$ cat src/rtl/pe_pkg.sv
// Shared types and defaults for the PE operand feeder.
//   feed_state_t : feeder FSM states (IDLE, CFG, STREAM)
//   DEF_WIDTH    : default operand/config word width (IEEE-754 single)
//   DEF_LEN_W    : default width of job length and pair counter
package pe_pkg;

  typedef enum logic [1:0] {
    IDLE   = 2'd0,
    CFG    = 2'd1,
    STREAM = 2'd2
  } feed_state_t;

  localparam int DEF_WIDTH = 32;
  localparam int DEF_LEN_W = 16;

endpackage

$ cat src/rtl/pe_feed_fifo.sv
// Synchronous valid/ready FIFO used to buffer one operand source.
// The head word comes straight out of a storage register, so a word written
// at edge t is visible at the head in cycle t+1 and never bypasses storage.
// Ports:
//   clk, srst                       : clock, synchronous active-high reset
//   in_data/in_valid/in_ready       : write side (in_ready low while full or in reset)
//   out_data/out_valid/out_ready    : read side (out_data = head word)
module pe_feed_fifo #(
  parameter int WIDTH = 32,
  parameter int DEPTH = 4
) (
  input  logic             clk,
  input  logic             srst,
  input  logic [WIDTH-1:0] in_data,
  input  logic             in_valid,
  output logic             in_ready,
  output logic [WIDTH-1:0] out_data,
  output logic             out_valid,
  input  logic             out_ready
);

  localparam int PTR_W = (DEPTH > 1) ? $clog2(DEPTH) : 1;
  localparam int CNT_W = $clog2(DEPTH) + 1;

  logic [WIDTH-1:0] mem_reg [DEPTH];
  logic [PTR_W-1:0] wr_ptr_reg;
  logic [PTR_W-1:0] rd_ptr_reg;
  logic [CNT_W-1:0] count_reg;

  logic full;
  logic push;
  logic pop;

  assign full      = (count_reg == CNT_W'(DEPTH));
  assign in_ready  = !full && !srst;
  assign out_valid = (count_reg != '0);
  assign push      = in_valid && in_ready;
  assign pop       = out_valid && out_ready;
  assign out_data  = mem_reg[rd_ptr_reg];

  // Storage entries are cleared on reset so the head reads zero afterwards.
  for (genvar gi = 0; gi < DEPTH; gi++) begin : g_entry
    always_ff @(posedge clk) begin
      if (srst) begin
        mem_reg[gi] <= '0;
      end else if (push && (wr_ptr_reg == PTR_W'(gi))) begin
        mem_reg[gi] <= in_data;
      end
    end
  end

  // DEPTH is a power of two, so pointers wrap by natural overflow.
  always_ff @(posedge clk) begin
    if (srst) begin
      wr_ptr_reg <= '0;
      rd_ptr_reg <= '0;
      count_reg  <= '0;
    end else begin
      if (push) wr_ptr_reg <= wr_ptr_reg + 1'b1;
      if (pop)  rd_ptr_reg <= rd_ptr_reg + 1'b1;
      case ({push, pop})
        2'b10:   count_reg <= count_reg + 1'b1;
        2'b01:   count_reg <= count_reg - 1'b1;
        default: count_reg <= count_reg;
      endcase
    end
  end

endmodule

$ cat src/rtl/pe_axis_feeder.sv
// Operand feeder for a multiply-accumulate PE.
// Buffers A and B operand streams, accepts job commands, and per job sends
// one config word followed by exactly len (A,B) pairs on the north/west ports.
// Ports:
//   aclk, areset                          : clock, synchronous active-high reset
//   a_* / b_*                             : AXI4-Stream operand sources
//   cmd_len/cmd_coef/cmd_valid/cmd_ready  : job command
//   n_* / w_*                             : PE north (A) / west (B) outputs
//   cfg_*                                 : PE config word output
//   busy, done, pair_cnt                  : job status
module pe_axis_feeder
  import pe_pkg::*;
#(
  parameter int WIDTH = DEF_WIDTH,
  parameter int DEPTH = 4,
  parameter int LEN_W = DEF_LEN_W
) (
  input  logic             aclk,
  input  logic             areset,
  input  logic [WIDTH-1:0] a_tdata,
  input  logic             a_tvalid,
  output logic             a_tready,
  input  logic [WIDTH-1:0] b_tdata,
  input  logic             b_tvalid,
  output logic             b_tready,
  input  logic [LEN_W-1:0] cmd_len,
  input  logic [WIDTH-1:0] cmd_coef,
  input  logic             cmd_valid,
  output logic             cmd_ready,
  output logic [WIDTH-1:0] n_tdata,
  output logic             n_tvalid,
  input  logic             n_tready,
  output logic [WIDTH-1:0] w_tdata,
  output logic             w_tvalid,
  input  logic             w_tready,
  output logic [WIDTH-1:0] cfg_tdata,
  output logic             cfg_tvalid,
  input  logic             cfg_tready,
  output logic             busy,
  output logic             done,
  output logic [LEN_W-1:0] pair_cnt
);

  feed_state_t      state_reg;
  logic [LEN_W-1:0] len_reg;
  logic [WIDTH-1:0] coef_reg;
  logic [LEN_W-1:0] pair_cnt_reg;
  logic             n_sent_reg;
  logic             w_sent_reg;
  logic             done_reg;

  logic             a_avail;
  logic             b_avail;
  logic             in_stream;
  logic             n_fire;
  logic             w_fire;
  logic             pair_done;
  logic [LEN_W-1:0] pair_cnt_inc;

  assign in_stream = (state_reg == STREAM);

  // Each side may send at most one word per pair; its sent flag blocks a
  // second word until the other side catches up.
  assign n_tvalid = in_stream && a_avail && !n_sent_reg;
  assign w_tvalid = in_stream && b_avail && !w_sent_reg;
  assign n_fire   = n_tvalid && n_tready;
  assign w_fire   = w_tvalid && w_tready;

  // A pair closes when both sides have transferred, now or earlier.
  assign pair_done    = (n_sent_reg || n_fire) && (w_sent_reg || w_fire);
  assign pair_cnt_inc = pair_cnt_reg + 1'b1;

  assign cmd_ready  = (state_reg == IDLE) && !areset;
  assign cfg_tvalid = (state_reg == CFG);
  assign cfg_tdata  = coef_reg;
  assign busy       = (state_reg != IDLE);
  assign done       = done_reg;
  assign pair_cnt   = pair_cnt_reg;

  pe_feed_fifo #(.WIDTH(WIDTH), .DEPTH(DEPTH)) u_fifo_a (
    .clk       (aclk),
    .srst      (areset),
    .in_data   (a_tdata),
    .in_valid  (a_tvalid),
    .in_ready  (a_tready),
    .out_data  (n_tdata),
    .out_valid (a_avail),
    .out_ready (n_fire)
  );

  pe_feed_fifo #(.WIDTH(WIDTH), .DEPTH(DEPTH)) u_fifo_b (
    .clk       (aclk),
    .srst      (areset),
    .in_data   (b_tdata),
    .in_valid  (b_tvalid),
    .in_ready  (b_tready),
    .out_data  (w_tdata),
    .out_valid (b_avail),
    .out_ready (w_fire)
  );

  always_ff @(posedge aclk) begin
    if (areset) begin
      state_reg    <= IDLE;
      len_reg      <= '0;
      coef_reg     <= '0;
      pair_cnt_reg <= '0;
      n_sent_reg   <= 1'b0;
      w_sent_reg   <= 1'b0;
      done_reg     <= 1'b0;
    end else begin
      done_reg <= 1'b0;
      case (state_reg)
        IDLE: begin
          if (cmd_valid) begin
            len_reg      <= cmd_len;
            coef_reg     <= cmd_coef;
            pair_cnt_reg <= '0;
            state_reg    <= CFG;
          end
        end
        CFG: begin
          if (cfg_tready) begin
            if (len_reg == '0) begin
              done_reg  <= 1'b1;
              state_reg <= IDLE;
            end else begin
              state_reg <= STREAM;
            end
          end
        end
        STREAM: begin
          if (pair_done) begin
            n_sent_reg   <= 1'b0;
            w_sent_reg   <= 1'b0;
            pair_cnt_reg <= pair_cnt_inc;
            if (pair_cnt_inc == len_reg) begin
              done_reg  <= 1'b1;
              state_reg <= IDLE;
            end
          end else begin
            n_sent_reg <= n_sent_reg || n_fire;
            w_sent_reg <= w_sent_reg || w_fire;
          end
        end
        default: state_reg <= IDLE;
      endcase
    end
  end

endmodule

$ cat config.mk
export PLATFORM = sky130hd
export DESIGN_NAME = pe_axis_feeder
export DESIGN_NICKNAME = d
export VERILOG_FILES = /design/src/rtl/pe_pkg.sv /design/src/rtl/pe_feed_fifo.sv /design/src/rtl/pe_axis_feeder.sv
export SDC_FILE = /design/constraint.sdc
export NUM_CORES = 1
export LEC_CHECK = 0
export ABC_AREA = 1
export CORE_ASPECT_RATIO = 1.1
export CORE_MARGIN = 2
export CORE_UTILIZATION = 45
export DETAILED_ROUTE_END_ITERATION = 6
export GPL_TIMING_DRIVEN = 0
export PLACE_DENSITY = 0.72
export SYNTH_ARGS = -nofsm -noshare
export SYNTH_HDL_FRONTEND = slang
export SYNTH_SLANG_ARGS = --single-unit
$ cat constraint.sdc
create_clock -name aclk -period 3 [get_ports aclk]
set_clock_uncertainty 0.2 [all_clocks]
set_input_delay 0.6 -clock aclk [delete_from_list [all_inputs] [get_ports aclk]]
set_output_delay 0.6 -clock aclk [all_outputs]
set_load 0.005 [all_outputs]
# Word level (Yosys, flattened, before mapping)
# Memory sizes are Yosys's and may differ from the RTL's. A register that Yosys moved wholly into a read port is not among the register bits.
# Index checks and enable logic that the tools add are counted.
[word_totals]
out_inout_bits = 120
ram_bits = 256
memories = 2
word_cells = 149
in_bits = 120
ff_bits = 83
[memory_table]
columns = ["memory", "words", "word_bits", "read_ports", "rd_ports_with_merged_regs", "wr", "line_no", "rtl"]
rows = [
  ["u_fifo_a.mem_reg", 4, 32, 1, 1, 4, "pe_feed_fifo.sv:25", "logic [WIDTH-1:0] mem_reg [DEPTH];"],
  ["u_fifo_b.mem_reg", 4, 32, 1, 1, 4, "pe_feed_fifo.sv:25", ""],
]
[classes]
add_sub_neg = 9
n_eq_ne = 19
n_reduce_logical = 42
n_mux = 56
n_bitwise = 8
[ops]
columns = ["op", "count"]
rows = [
  ["two-way mux 32 bit", 8],
  ["two-way mux 1 bit", 32],
  ["two-way mux 16 bit", 2],
  ["one-hot mux 16 bit (2 select lines)", 1],
  ["logical AND 1 bit", 22],
  ["two-way mux 2 bit", 9],
  ["adder 16 x 1 -> 16 bit, second input constant", 1],
  ["equality test 16 bit", 1],
  ["zero test 16 bit", 1],
  ["equality test 2 bit, second input constant", 7],
  ["one-hot mux 3 bit (2 select lines)", 2],
  ["equality test 2 x 1 -> 1 bit, second input constant", 5],
  ["adder 2 x 1 -> 2 bit, second input constant", 4],
  ["bitwise OR 1 bit", 8],
  ["nonzero test 2 bit", 4],
  ["adder 3 x 1 -> 3 bit, second input constant", 2],
  ["equality test 3 bit, second input constant", 2],
  ["zero test 2 bit", 3],
  ["!= test 2 x 1 -> 1 bit, second input constant", 3],
  ["one-hot mux 2 bit (3 select lines)", 1],
  ["nonzero test 3 bit", 2],
  ["subtractor 3 x 1 -> 3 bit, second input constant", 2],
  ["zero test 1 bit", 5],
  ["AND reduction 4 bit", 1],
  ["other kinds (5)", 6],
]

# Depth between registers and ports, before layout
# Gate-level depths: netlist of run 1.
[logic_depth]
depth_word = 9
depth_mapped = 16
depth_no_buf = 16

# Modules after synthesis
# A second synthesis of run 1 with hierarchy kept.
[unflattened]
cells_unflattened = 1606
area_unflattened_um2 = 15323.4
[modules_own_cells]
columns = ["module", "n_inst", "seq_area_each_um2", "cells_each", "area_per_inst_um2"]
rows = [
  ["pe_feed_fifo", 2, 4023.9, 552, 5930.7],
  ["pe_axis_feeder", 1, 1381.3, 502, 3462.1],
]

# Worst setup path before layout of run 1
# OpenSTA, ideal clock, no wires.
[synth_path]
path_kind = "input to register"
from = "in areset"
to = "mem u_fifo_a.mem_reg[0][0] (enable)"
t_arrival_ps = 2110
setup_time_ps = 389
stages = 6
setup_slack_ps = 301
path_buffers = 1
t_required_ps = 2411
path_cell_list = "a31oi_1 nand2_1 inv_1 nand2_1 clkbuf_1 nand2_1"
[synth_rtl]
columns = ["element", "line_no", "rtl"]
rows = [
  ["from (decl)", "pe_axis_feeder.sv:19", "input logic areset,"],
  ["to (decl)", "pe_feed_fifo.sv:25", ""],
]

# Worst setup path in the final report of run 1
[layout_path]
from = "in areset"
to = "out b_tready"
[layout_via]
elab_chain_len = 2
[layout_rtl]
columns = ["element", "line_no", "rtl"]
rows = [
  ["zero test 1 bit", "pe_feed_fifo.sv:35", "assign in_ready = !full && !srst;"],
  ["logical AND 1 bit", "pe_feed_fifo.sv:35", ""],
  ["to (decl)", "pe_axis_feeder.sv:25", "output logic b_tready,"],
]
# Every way passes these cells.

==> qor.csv, run 1 <==
stage,metric,value,unit
clock_tree,Clock Latency Late Sink,0.52,ns
synth,most common cell in the netlist,nor2_1,
global_routing,largest net degree at the start of global routing,33,
power,Leak Pwr,7.79,nW
timing,final hold violation count,0,
clock_tree,CTS Hold Bufs,0,
layout,Syn-to-layout area delta,30.4,%
worst_hold_path,Hold WC Path Type,reg -> reg,
worst_setup_path,CP max FO,5,
timing,RSZ-0062 raised after global routing,true,
synth,Main synth FF type,edfxtp_1,
place,Port Buf Inserts,239,
route,WL final,41100,um
synth,synthesized net count,1697,
clock_tree,H-tree Lvls,2,
worst_setup_path,CP Class,in -> out,
route,DR WL/cell,17.9,um
synth,Post-synth EDFFs,256,
synth,ys async rst share,0,%
route,remaining routing DRC violations,0,
global_routing,"Remaining Overflow, GRT",0,
synth,post-synthesis sequential area ratio,63.2,%
worst_setup_path,Startpoint Class,input port,
flow_run,MaxCap Viol Count,0,
synth,synthesized area,14900,sq um
worst_setup_path,Worst setup EP type,output port,
timing,"Setup violations, final",0,
global_routing,initial antenna violation count,1,
clock_tree,Root Driver,clkbuf_16,
layout,fill count,2774,
global_routing,GRT Total Usage,23.4,%
worst_setup_path,CP max stage delay,0.59,ns
timing,FMAX,338,MHz
timing,final worst path period need,2.96,ns
floorplan,FP Rows,69,
worst_setup_path,cell seen most often among critical-path stages,clkdlybuf4s50_1,
clock_tree,Clock transition at path regs,0.06,ns
synth,Synth cell types,36,
clock_tree,TritonCTS Sinks,343,
worst_setup_path,Critical Path Slowest Stage Cell,clkdlybuf4s50_1,
synth,Compound-Gate Fraction of Synth Area,12.0,%
power,total power,13.3,mW
synth,Synth top cells by count,"nor2_1, edfxtp_1, o21ai_0",
floorplan,Starting Density,46.0,%
floorplan,core area,32500,sq um
synth,Cells after Synth,1561,
synth,post-synthesis xor/xnor area fraction,0.654,%
timing,Final Cycle Share,98.5,%
floorplan,I/O Pins,240,
synth,Yosys warnings,0,
place,Cells after DPL,2226,
synth,largest cells by area after synthesis,"edfxtp_1, nor2_1, dfxtp_1",
run_status,status,"complete, no violations",
synth,mux cell area share after synthesis,0,%
synth,largest family of logic cells by synthesized area,simple AND/OR/NAND/NOR gates,
synth,post-synthesis register bit count,343,
timing,Slew HR,56.6,%
route,drt pass-1 iters,5,
clock_tree,CTS Buf Count,36,
synth,Syn Area/Cell,9.56,sq um
global_routing,number of global-route vias before repair,12151,
worst_setup_path,Critical Path RT,2.20,ns
layout,final net count,1975,
layout,share of cells above drive strength 1,7.50,%
clock_tree,clock buffer depth,3,
route,vias per std cell,5.37,
worst_setup_path,Critical Path AT,2.16,ns
worst_setup_path,critical path cell sequence,clkdlybuf4s50_1 > a31oi_1 > clkdlybuf4s50_1,
floorplan,Die X,178,um
layout,Finished Layout Cells,2292,
route,drt initial violations,1083,
timing,Least-Margin Pin Slew,0.650,ns
timing,count of pins over their slew limit,0,
synth,post-synthesis simple-gate area fraction,17.2,%
power,worst vdd ir,433,uV
synth,"area leader, netlist",edfxtp_1,
clock_tree,TritonCTS clock tree,done,
synth,area share of the largest cell type after synthesis,51.5,%
place,Post-DP HPWL,27200,um
layout,# diodes,0,
global_routing,global-route wire length before repair,63800,um
synth,Synth Area in Adders,1.44,%
layout,Layout Utilization,60.0,%
power,Power Dens Cells,682,nW/um^2
place,routability cong.,0.910,
route,Routed Antenna Nets,0,
floorplan,chip height,195,um
floorplan,die area,34700,sq um
route,routed via count,12317,
==> critical path, delay by kind of cell <==
kind                   cells  cell delay, ns
AOI/OAI and AO/OA          1            0.42
buffers and inverters      2            1.13
==> timing repair <==
| item | 4_1_cts | 5_1_grt |
|---|---|---|
| resized for setup | 113 | 76 |
| endpoints found under the setup margin | 323 | 304 |
| buffers inserted | 0 | 0 |
| gates cloned | 0 | 2 |
| pin swaps | 9 | 6 |
==> cells by family (layout without fill, tap and decap cells) <==
family | count (synthesis) | count (layout)
xor gates and xnor gates | 8 | 8
adders and majority gates | 16 | 16
buffers and inverters | 217 | 520
and+or+nand+nor | 647 | 649
AOI/OAI and AO/OA | 330 | 330
DFF | 343 | 343
==> final cells by class <==
| class | count | area [sq um] | area share (%) |
|---|---|---|---|
| Buffer | 85 | 553 | 2.84 |
| Clock buffer | 47 | 963 | 4.95 |
| Clock inverter | 18 | 194 | 0.996 |
| Inverter | 131 | 502 | 2.58 |
| Multi-Input combinational cell | 1003 | 4900 | 25.2 |
| Sequential cell | 343 | 9430 | 48.4 |
| Tap cell | 426 | 533 | 2.74 |
| Timing Repair Buffer | 239 | 2390 | 12.3 |
==> path summary, 6_finish.rpt <==
path | from | end | slack, ns | cells after the start
min reg2reg | u_fifo_b.count_reg[0]$_SDFFE_PP0P_ | u_fifo_b.count_reg[0]$_SDFFE_PP0P_ | 0.26 | 1
min | u_fifo_b.count_reg[0]$_SDFFE_PP0P_ | u_fifo_b.count_reg[0]$_SDFFE_PP0P_ | 0.26 | 1
max | areset | b_tready | 0.04 | 3
max reg2reg | u_fifo_a.count_reg[1]$_SDFFE_PP0P_ | u_fifo_a.mem_reg[0][13]$_SDFFCE_PN0P_ | 0.40 | 7
==> report_power, final <==
part	internal [mW]	switching (mW)	total (mW)	leakage, nW
Clock	2.62	1.81	4.43	0.558
Combinational	1.32	1.71	3.03	3.86
Sequential	5.57	0.253	5.83	3.37
==> metal layers <==
layer | part of all wire [%] | track usage, % | up-vias | wire, um
met5 | 0.032 | 0 | - | 13
met2 | 50 | 40.2 | 504 | 20600
met1 | 40 | 29.8 | 5862 | 16200
met3 | 7.3 | 4.09 | 88 | 3000
li1 | - | - | 5861 | -
met4 | 3.0 | 7.86 | 2 | 1240
==> per-stage QoR <==
stage               setup TNS (ns)  hold slack [ns]  area [sq um]  setup slack [ns]
global placement           -315.48            0.237         17900             -1.31
detailed placement         -195.75            0.252         17900            -0.817
floorplan                        0            0.222         14900             0.301
CTS                              0            0.261         19300          0.000274
finish                           0            0.257         19500            0.0439
global route               -0.0264            0.283         19500           -0.0188
==> cell usage in the layout (no fill, tap or decap), types with 14 or more instances in the layout <==
master           Yosys  final
o21ai_0            193    168
ha_1                14     14
nand2_1             98     90
edfxtp_1           256    256
o21ai_1              0     25
nor2_1             481    480
nand4_1             16     16
clkbuf_4             1     17
clkbuf_16            0     37
inv_1              127    126
nand3_1             38     38
o22ai_1             65     53
dfxtp_1             87     84
a21oi_1             46     46
clkbuf_1            76     43
clkdlybuf4s50_1      0    229
No activity file was read; power rests on OpenSTA's default activity.
==> inputs of run 2 (changes only) <==
ABC_AREA = 0   (was 1)
==> qor.csv, run 2 <==
stage,metric,value,unit,change
power,total power,12.2,mW,was 13.3 mW
route,remaining routing DRC violations,0,,unchanged
floorplan,chip height,197,um,was 195 um
synth,Syn Area/Cell,13.1,sq um,was 9.56 sq um
flow_run,MaxCap Viol Count,0,,unchanged
power,Switching Fraction,25.9,%,was 28.4%
route,drt pass-1 iters,5,,unchanged
route,routed via count,10752,,was 12317
clock_tree,clock buffer depth,3,,unchanged
place,Port Buf Inserts,238,,was 239
timing,final worst path period need,2.94,ns,was 2.96 ns
synth,synthesized net count,1306,,was 1697
layout,share of cells above drive strength 1,13.2,%,was 7.50%
clock_tree,H-tree Lvls,2,,unchanged
clock_tree,Root Driver,clkbuf_16,,unchanged
synth,Post-synth EDFFs,256,,unchanged
timing,Least-Margin Pin Slew,0.874,ns,was 0.650 ns
clock_tree,TritonCTS clock tree,done,,unchanged
power,worst vdd ir,480,uV,was 433 uV
route,drt initial violations,766,,was 1083
timing,final hold violation count,0,,unchanged
worst_setup_path,Startpoint Class,register,,was input port
floorplan,I/O Pins,240,,unchanged
synth,Cells after Synth,1170,,was 1561
synth,synthesized area,15300,sq um,was 14900 sq um
layout,Layout Utilization,59.1,%,was 60.0%
power,Power Dens Cells,618,nW/um^2,was 682 nW/um^2
timing,FMAX,340,MHz,was 338 MHz
worst_setup_path,CP Class,reg -> out,,was in -> out
power,Sequential Power Share,46.0,%,was 43.9%
synth,Main synth FF type,edfxtp_1,,unchanged
floorplan,die area,35500,sq um,was 34700 sq um
timing,Final Cycle Share,98.1,%,was 98.5%
route,WL final,39700,um,was 41100 um
worst_setup_path,Critical Path RT,2.20,ns,about the same
worst_hold_path,Hold WC Path Type,reg -> reg,,unchanged
synth,post-synthesis register bit count,343,,unchanged
clock_tree,Clock transition at path regs,0.06,ns,about the same
clock_tree,CTS Hold Bufs,0,,unchanged
place,Cells after DPL,1840,,was 2226
synth,post-synthesis sequential area ratio,61.6,%,was 63.2%
synth,largest cells by area after synthesis,"edfxtp_1, dfxtp_1, and3_1",,"was edfxtp_1, nor2_1, dfxtp_1"
power,Net Sw Power,3.15,mW,was 3.77 mW
worst_setup_path,reg2reg start,state_reg[0]$_SDFFE_PP0P_,,was u_fifo_a.count_reg[1]$_SDFFE_PP0P_
timing,count of pins over their slew limit,0,,unchanged
synth,Yosys warnings,0,,unchanged
synth,"area leader, netlist",edfxtp_1,,unchanged
worst_setup_path,Worst Setup EP,n_tdata[2],,was b_tready
worst_setup_path,worst r2r path cells,12,,was 7
power,cell internal pwr,9.03,mW,was 9.52 mW
layout,Syn-to-layout area delta,28.9,%,was 30.4%
power,Leak Pwr,7.94,nW,was 7.79 nW
global_routing,"Remaining Overflow, GRT",0,,unchanged
worst_setup_path,Worst setup EP type,output port,,unchanged
synth,Synth cell types,61,,was 36
layout,Finished Layout Cells,1910,,was 2292
worst_setup_path,flop-to-flop setup slack,0.18,ns,was 0.40 ns
synth,most common cell in the netlist,and3_1,,was nor2_1
layout,final net count,1583,,was 1975
synth,area share of the largest cell type after synthesis,50.3,%,was 51.5%
floorplan,FP Rows,70,,was 69
floorplan,core area,33400,sq um,was 32500 sq um
global_routing,initial antenna violation count,2,,was 1
layout,"commonest non-fill, non-tap cell in the layout",and3_1,,was nor2_1
timing,setup tns final,0,ns,unchanged
worst_setup_path,Worst R2R End,u_fifo_b.count_reg[2]$_SDFFE_PP0P_,,was u_fifo_a.mem_reg[0][13]$_SDFFCE_PN0P_
global_routing,GRT Total Usage,22.2,%,was 23.4%
worst_setup_path,CP max FO,10,,was 5
route,Routed Antenna Nets,0,,unchanged
synth,Synth top cells by count,"and3_1, edfxtp_1, nand2_1",,"was nor2_1, edfxtp_1, o21ai_0"
place,Post-DP HPWL,26200,um,was 27200 um
floorplan,Starting Density,45.8,%,was 46.0%
layout,highest-count cells in the layout ignoring fill and taps,"and3_1, edfxtp_1, clkdlybuf4s50_1",,"was nor2_1, edfxtp_1, clkdlybuf4s50_1"
worst_setup_path,Critical Path AT,2.14,ns,was 2.16 ns
timing,Slew HR,41.8,%,was 56.6%
place,routability cong.,0.815,,was 0.910
clock_tree,TritonCTS Sinks,343,,unchanged
worst_hold_path,hold path startpoint,cfg_tdata[2]$_SDFFE_PP0P_,,was u_fifo_b.count_reg[0]$_SDFFE_PP0P_
power,combinational share of power,16.6,%,was 22.8%
global_routing,global-route wire length before repair,61700,um,was 63800 um
floorplan,Die X,180,um,was 178 um
route,DR WL/cell,20.8,um,was 17.9 um
synth,ys async rst share,0,%,unchanged
clock_tree,Clock Latency Late Sink,0.53,ns,was 0.52 ns
timing,"Setup violations, final",0,,unchanged
global_routing,largest net degree at the start of global routing,33,,unchanged
global_routing,number of global-route vias before repair,11130,,was 12151
clock_tree,CTS Buf Count,38,,was 36
route,vias per std cell,5.63,,was 5.37
layout,fill count,2649,,was 2774
run_status,status,"complete, no violations",,unchanged
power,Clk network pwr share,37.4,%,was 33.3%
run 2: cell count changes after synthesis, sizes merged, moves of 14 or more:
| cell | change |
|---|---|
| nor2 | -453 |
| and3 | +258 |
| o21ai | -179 |
| inv | -107 |
| o22ai | -65 |
| mux4 | +64 |
| nand3 | -31 |
| a21oi | +23 |
| xnor2 | +18 |
| buf | +16 |
| a21o | +14 |
| nand2 | +14 |
run 2: kinds of logic after synthesis:
| group | share of synthesized area [%] |
|---|---|
| AO/OA/AOI/OAI | 4.84 |
| XOR/XNOR | 2.05 |
| adder cells (fa/ha/maj) | 1.41 |
| buffers and inverters | 3.13 |
| flip-flops | 61.6 |
| multiplexers | 9.42 |
| AND/OR/NAND/NOR | 17.5 |
run 2: worst min-delay path by stage:
stage / end / slack (ns) / cells after the start
global placement: cfg_tdata[2]$_SDFFE_PP0P_ / 0.24 / 2
detailed placement: cfg_tdata[2]$_SDFFE_PP0P_ / 0.25 / 2
CTS: cfg_tdata[2]$_SDFFE_PP0P_ / 0.25 / 2
floorplan: cfg_tdata[0]$_SDFFE_PP0P_ / 0.25 / 2
finish: cfg_tdata[2]$_SDFFE_PP0P_ / 0.25 / 2
global route: cfg_tdata[23]$_SDFFE_PP0P_ / 0.27 / 2
run 2: metrics by stage:
| stage | hold WS (ns) | area [sq um] | setup WS, ns |
|---|---|---|---|
| 2_1_floorplan | 0.253 | 15300 | 0.00750 |
| 3_3_place_gp | 0.241 | 18200 | -0.727 |
| 3_5_place_dp | 0.246 | 18200 | -0.724 |
| 4_1_cts | 0.253 | 19600 | -0.00289 |
| 5_1_grt | 0.270 | 19700 | -0.0117 |
| 6_report | 0.252 | 19700 | 0.0572 |
run 2: what timing repair did:
action	4_1_cts	5_1_grt
pin swaps	0	2
setup buffers	0	5
setup endpoints to repair	326	86
gates resized for setup	50	27
run 2: power by group through the flow:
stage	registers, mW	clock network (mW)	logic, mW
6_report	5.61	4.56	2.02
5_1_grt	5.64	4.83	2.21
4_1_cts	5.61	4.65	2.01
3_5_place_dp	5.70	0	1.97
3_3_place_gp	5.68	0	1.95
2_1_floorplan	5.65	0	1.05
run 2: cell type report:
type	instances	area (sq um)	area share (%)
timing repair buffer	243	2420	12.3
inverter	20	75.1	0.381
tap	432	541	2.74
clock buffer	47	1040	5.27
antenna	1	2.50	0.0127
buffer	95	513	2.60
sequential	343	9440	47.9
clock inverter	23	194	0.984
multi-input combinational	706	5490	27.9
run 2: per-layer routing:
layer	share of wire, %	GRT usage, %	vias to the layer above
li1	-	-	4969
met1	39	27.6	5273
met2	50	38.3	434
met3	8.0	5.20	74
met4	2.4	7.38	2
met5	0.033	0	-
run 2: critical path, cell delays in order (launching register included):
cell and delay, ns:
dfxtp_1 0.48, clkbuf_4 0.31, mux4_2 0.36, clkdlybuf4s50_1 0.46
==> inputs of run 3 (changes only) <==
HOLD_SLACK_MARGIN = 0.15   (was default)
clock period = 3.4 ns   (was 3 ns; I/O delays follow)
==> qor.csv, run 3 (synthesis gave the netlist of run 2 again) <==
stage,metric,value,unit,change
flow_run,MaxCap Viol Count,0,,unchanged
place,post-place setup slack,-0.824,ns,was -0.724 ns
floorplan,Starting Density,45.8,%,unchanged
route,routed via count,10956,,was 10752
worst_setup_path,Critical Path AT,2.40,ns,was 2.14 ns
floorplan,I/O Pins,240,,unchanged
place,Port Buf Inserts,238,,unchanged
worst_setup_path,CP max FO,10,,unchanged
layout,share of cells above drive strength 1,11.4,%,was 13.2%
global_routing,number of global-route vias before repair,11200,,was 11130
timing,final hold violation count,0,,unchanged
timing,"Setup violations, final",0,,unchanged
layout,Syn-to-layout area delta,27.3,%,was 28.9%
worst_setup_path,CP Class,reg -> out,,unchanged
route,WL final,40900,um,was 39700 um
worst_hold_path,Worst Hold Path EP,cfg_tdata[22]$_SDFFE_PP0P_,,was cfg_tdata[2]$_SDFFE_PP0P_
timing,count of pins over their slew limit,0,,unchanged
layout,final net count,1577,,was 1583
place,routability cong.,0.911,,was 0.815
floorplan,chip height,197,um,unchanged
route,drt pass-1 iters,7,,was 5
route,vias per std cell,5.76,,was 5.63
worst_hold_path,hold path startpoint,cfg_tdata[22]$_SDFFE_PP0P_,,was cfg_tdata[2]$_SDFFE_PP0P_
power,Leak Pwr,7.84,nW,was 7.94 nW
clock_tree,TritonCTS Sinks,343,,unchanged
worst_setup_path,Startpoint Class,register,,unchanged
timing,final worst path period need,3.28,ns,
clock_tree,Clock transition at path regs,0.06,ns,about the same
place,Post-DP HPWL,26900,um,was 26200 um
global_routing,initial antenna violation count,2,,unchanged
clock_tree,TritonCTS clock tree,done,,unchanged
clock_tree,CTS Buf Count,37,,was 38
floorplan,Die X,180,um,unchanged
layout,post-route cell area,19500,sq um,was 19700 sq um
global_routing,global-route wire length before repair,62900,um,was 61700 um
worst_hold_path,Hold WC Path Type,reg -> reg,,unchanged
floorplan,FP Rows,70,,unchanged
floorplan,die area,35500,sq um,unchanged
clock_tree,post-CTS setup buffers,0,,unchanged
global_routing,"Remaining Overflow, GRT",0,,unchanged
route,DR WL/cell,21.5,um,was 20.8 um
layout,highest-count cells in the layout ignoring fill and taps,"and3_1, edfxtp_1, clkdlybuf4s50_1",,unchanged
run_status,status,"complete, no violations",,unchanged
worst_setup_path,Worst setup EP type,output port,,unchanged
timing,FMAX,305,MHz,
worst_hold_path,hold-critical path depth,2,,unchanged
route,drt initial violations,911,,was 766
layout,Layout Utilization,58.4,%,was 59.1%
timing,Slew HR,39.7,%,was 41.8%
global_routing,largest net degree at the start of global routing,33,,unchanged
clock_tree,clock buffer depth,3,,unchanged
power,Power Dens Cells,548,nW/um^2,was 618 nW/um^2
power,worst vdd ir,392,uV,was 480 uV
worst_setup_path,reg2reg start,state_reg[0]$_SDFFE_PP0P_,,unchanged
timing,RSZ-0062 raised after global routing,false,,
floorplan,core area,33400,sq um,unchanged
clock_tree,Root Driver,clkbuf_16,,unchanged
timing,Final Cycle Share,96.6,%,
clock_tree,H-tree Lvls,2,,unchanged
layout,"commonest non-fill, non-tap cell in the layout",and3_1,,unchanged
worst_setup_path,Critical Path RT,2.52,ns,was 2.20 ns
worst_setup_path,flop-to-flop setup slack,0.21,ns,was 0.18 ns
timing,Least-Margin Pin Slew,0.905,ns,was 0.874 ns
worst_setup_path,worst r2r path cells,12,,unchanged
route,remaining routing DRC violations,0,,unchanged
place,Post-DP Area,18200,sq um,about the same
route,Routed Antenna Nets,0,,unchanged
worst_setup_path,Worst R2R End,u_fifo_b.count_reg[2]$_SDFFE_PP0P_,,unchanged
global_routing,GRT Total Usage,22.6,%,was 22.2%
clock_tree,Clock Latency Late Sink,0.51,ns,was 0.53 ns
timing,final setup margin,0.117,ns,was 0.0572 ns
-- run 3: cell types whose count changed in the layout (fill, tap and decap cells not counted), moves of 4 or more --
cell,before,now
buf_12,6,0
dfxtp_1,83,87
clkbuf_1,67,72
clkbuf_4,8,0
clkinv_2,11,7
clkbuf_2,3,8
-- run 3: what timing repair did --
action,in CTS,in global routing
endpoints found under the setup margin,321,105
hold buffers,0,0
gates resized for setup,17,12
-- run 3: area by class of cell --
cell class / instances / area, sq um
multi-input cells: 706 / 5440
plain buffers: 95 / 410
clock inverters: 20 / 195
well taps: 432 / 541
diodes: 1 / 2.50
flip-flops and latches: 343 / 9430
fillers: 2679 / 13900
repair buffers: 238 / 2380
inverters: 20 / 75.1
clock buffers: 48 / 998
-- run 3: per-stage QoR --
stage / setup TNS (ns) / instances / hold WS (ns) / power (mW)
2_1_floorplan: 0 / 1170 / 0.253 / 5.91
3_3_place_gp: -288.88 / 1840 / 0.241 / 6.74
3_5_place_dp: -169.80 / 1840 / 0.248 / 6.78
4_1_cts: -2.51 / 1905 / 0.254 / 10.7
5_1_grt: 0 / 1903 / 0.273 / 11.1
6_report: 0 / 1903 / 0.253 / 10.7
-- run 3: worst max-delay path by stage --
stage | from | endpoint | slack (ns) | cells after the start
floorplan | areset | u_fifo_b.mem_reg[0][0]$_SDFFCE_PN0P_ | 0.18 | 7
global placement | areset | u_fifo_b.mem_reg[3][16]$_SDFFCE_PN0P_ | -1.29 | 7
detailed placement | areset | u_fifo_b.mem_reg[0][18]$_SDFFCE_PN0P_ | -0.82 | 7
CTS | register | n_tdata[1] | -0.11 | 4
global route | register | w_tdata[29] | 0.04 | 3
finish | register | n_tdata[29] | 0.12 | 3
-- run 3: metal layers --
layer  vias up  routed length [um]  track usage (%)  part of all wire (%)
met2       510               20700             39.8                    51
met3        62                3290             4.70                   8.0
met4         2                 890             6.71                   2.2
met1      5422               16000             28.3                    39
met5         -                  13                0                 0.032
li1       4960                   -                -                     -
-- run 3: power breakdown --
part | leakage [nW] | switching [mW] | internal (mW) | total (mW)
Clock | 0.584 | 1.65 | 2.32 | 3.97
Sequential | 3.37 | 0.142 | 4.81 | 4.95
Combinational | 3.89 | 0.963 | 0.802 | 1.76
-- run 3: critical path, cell delays in order (launching register included) --
cell	delay [ns]
dfxtp_1	0.47
buf_1	0.51
mux4_2	0.43
clkdlybuf4s50_1	0.47
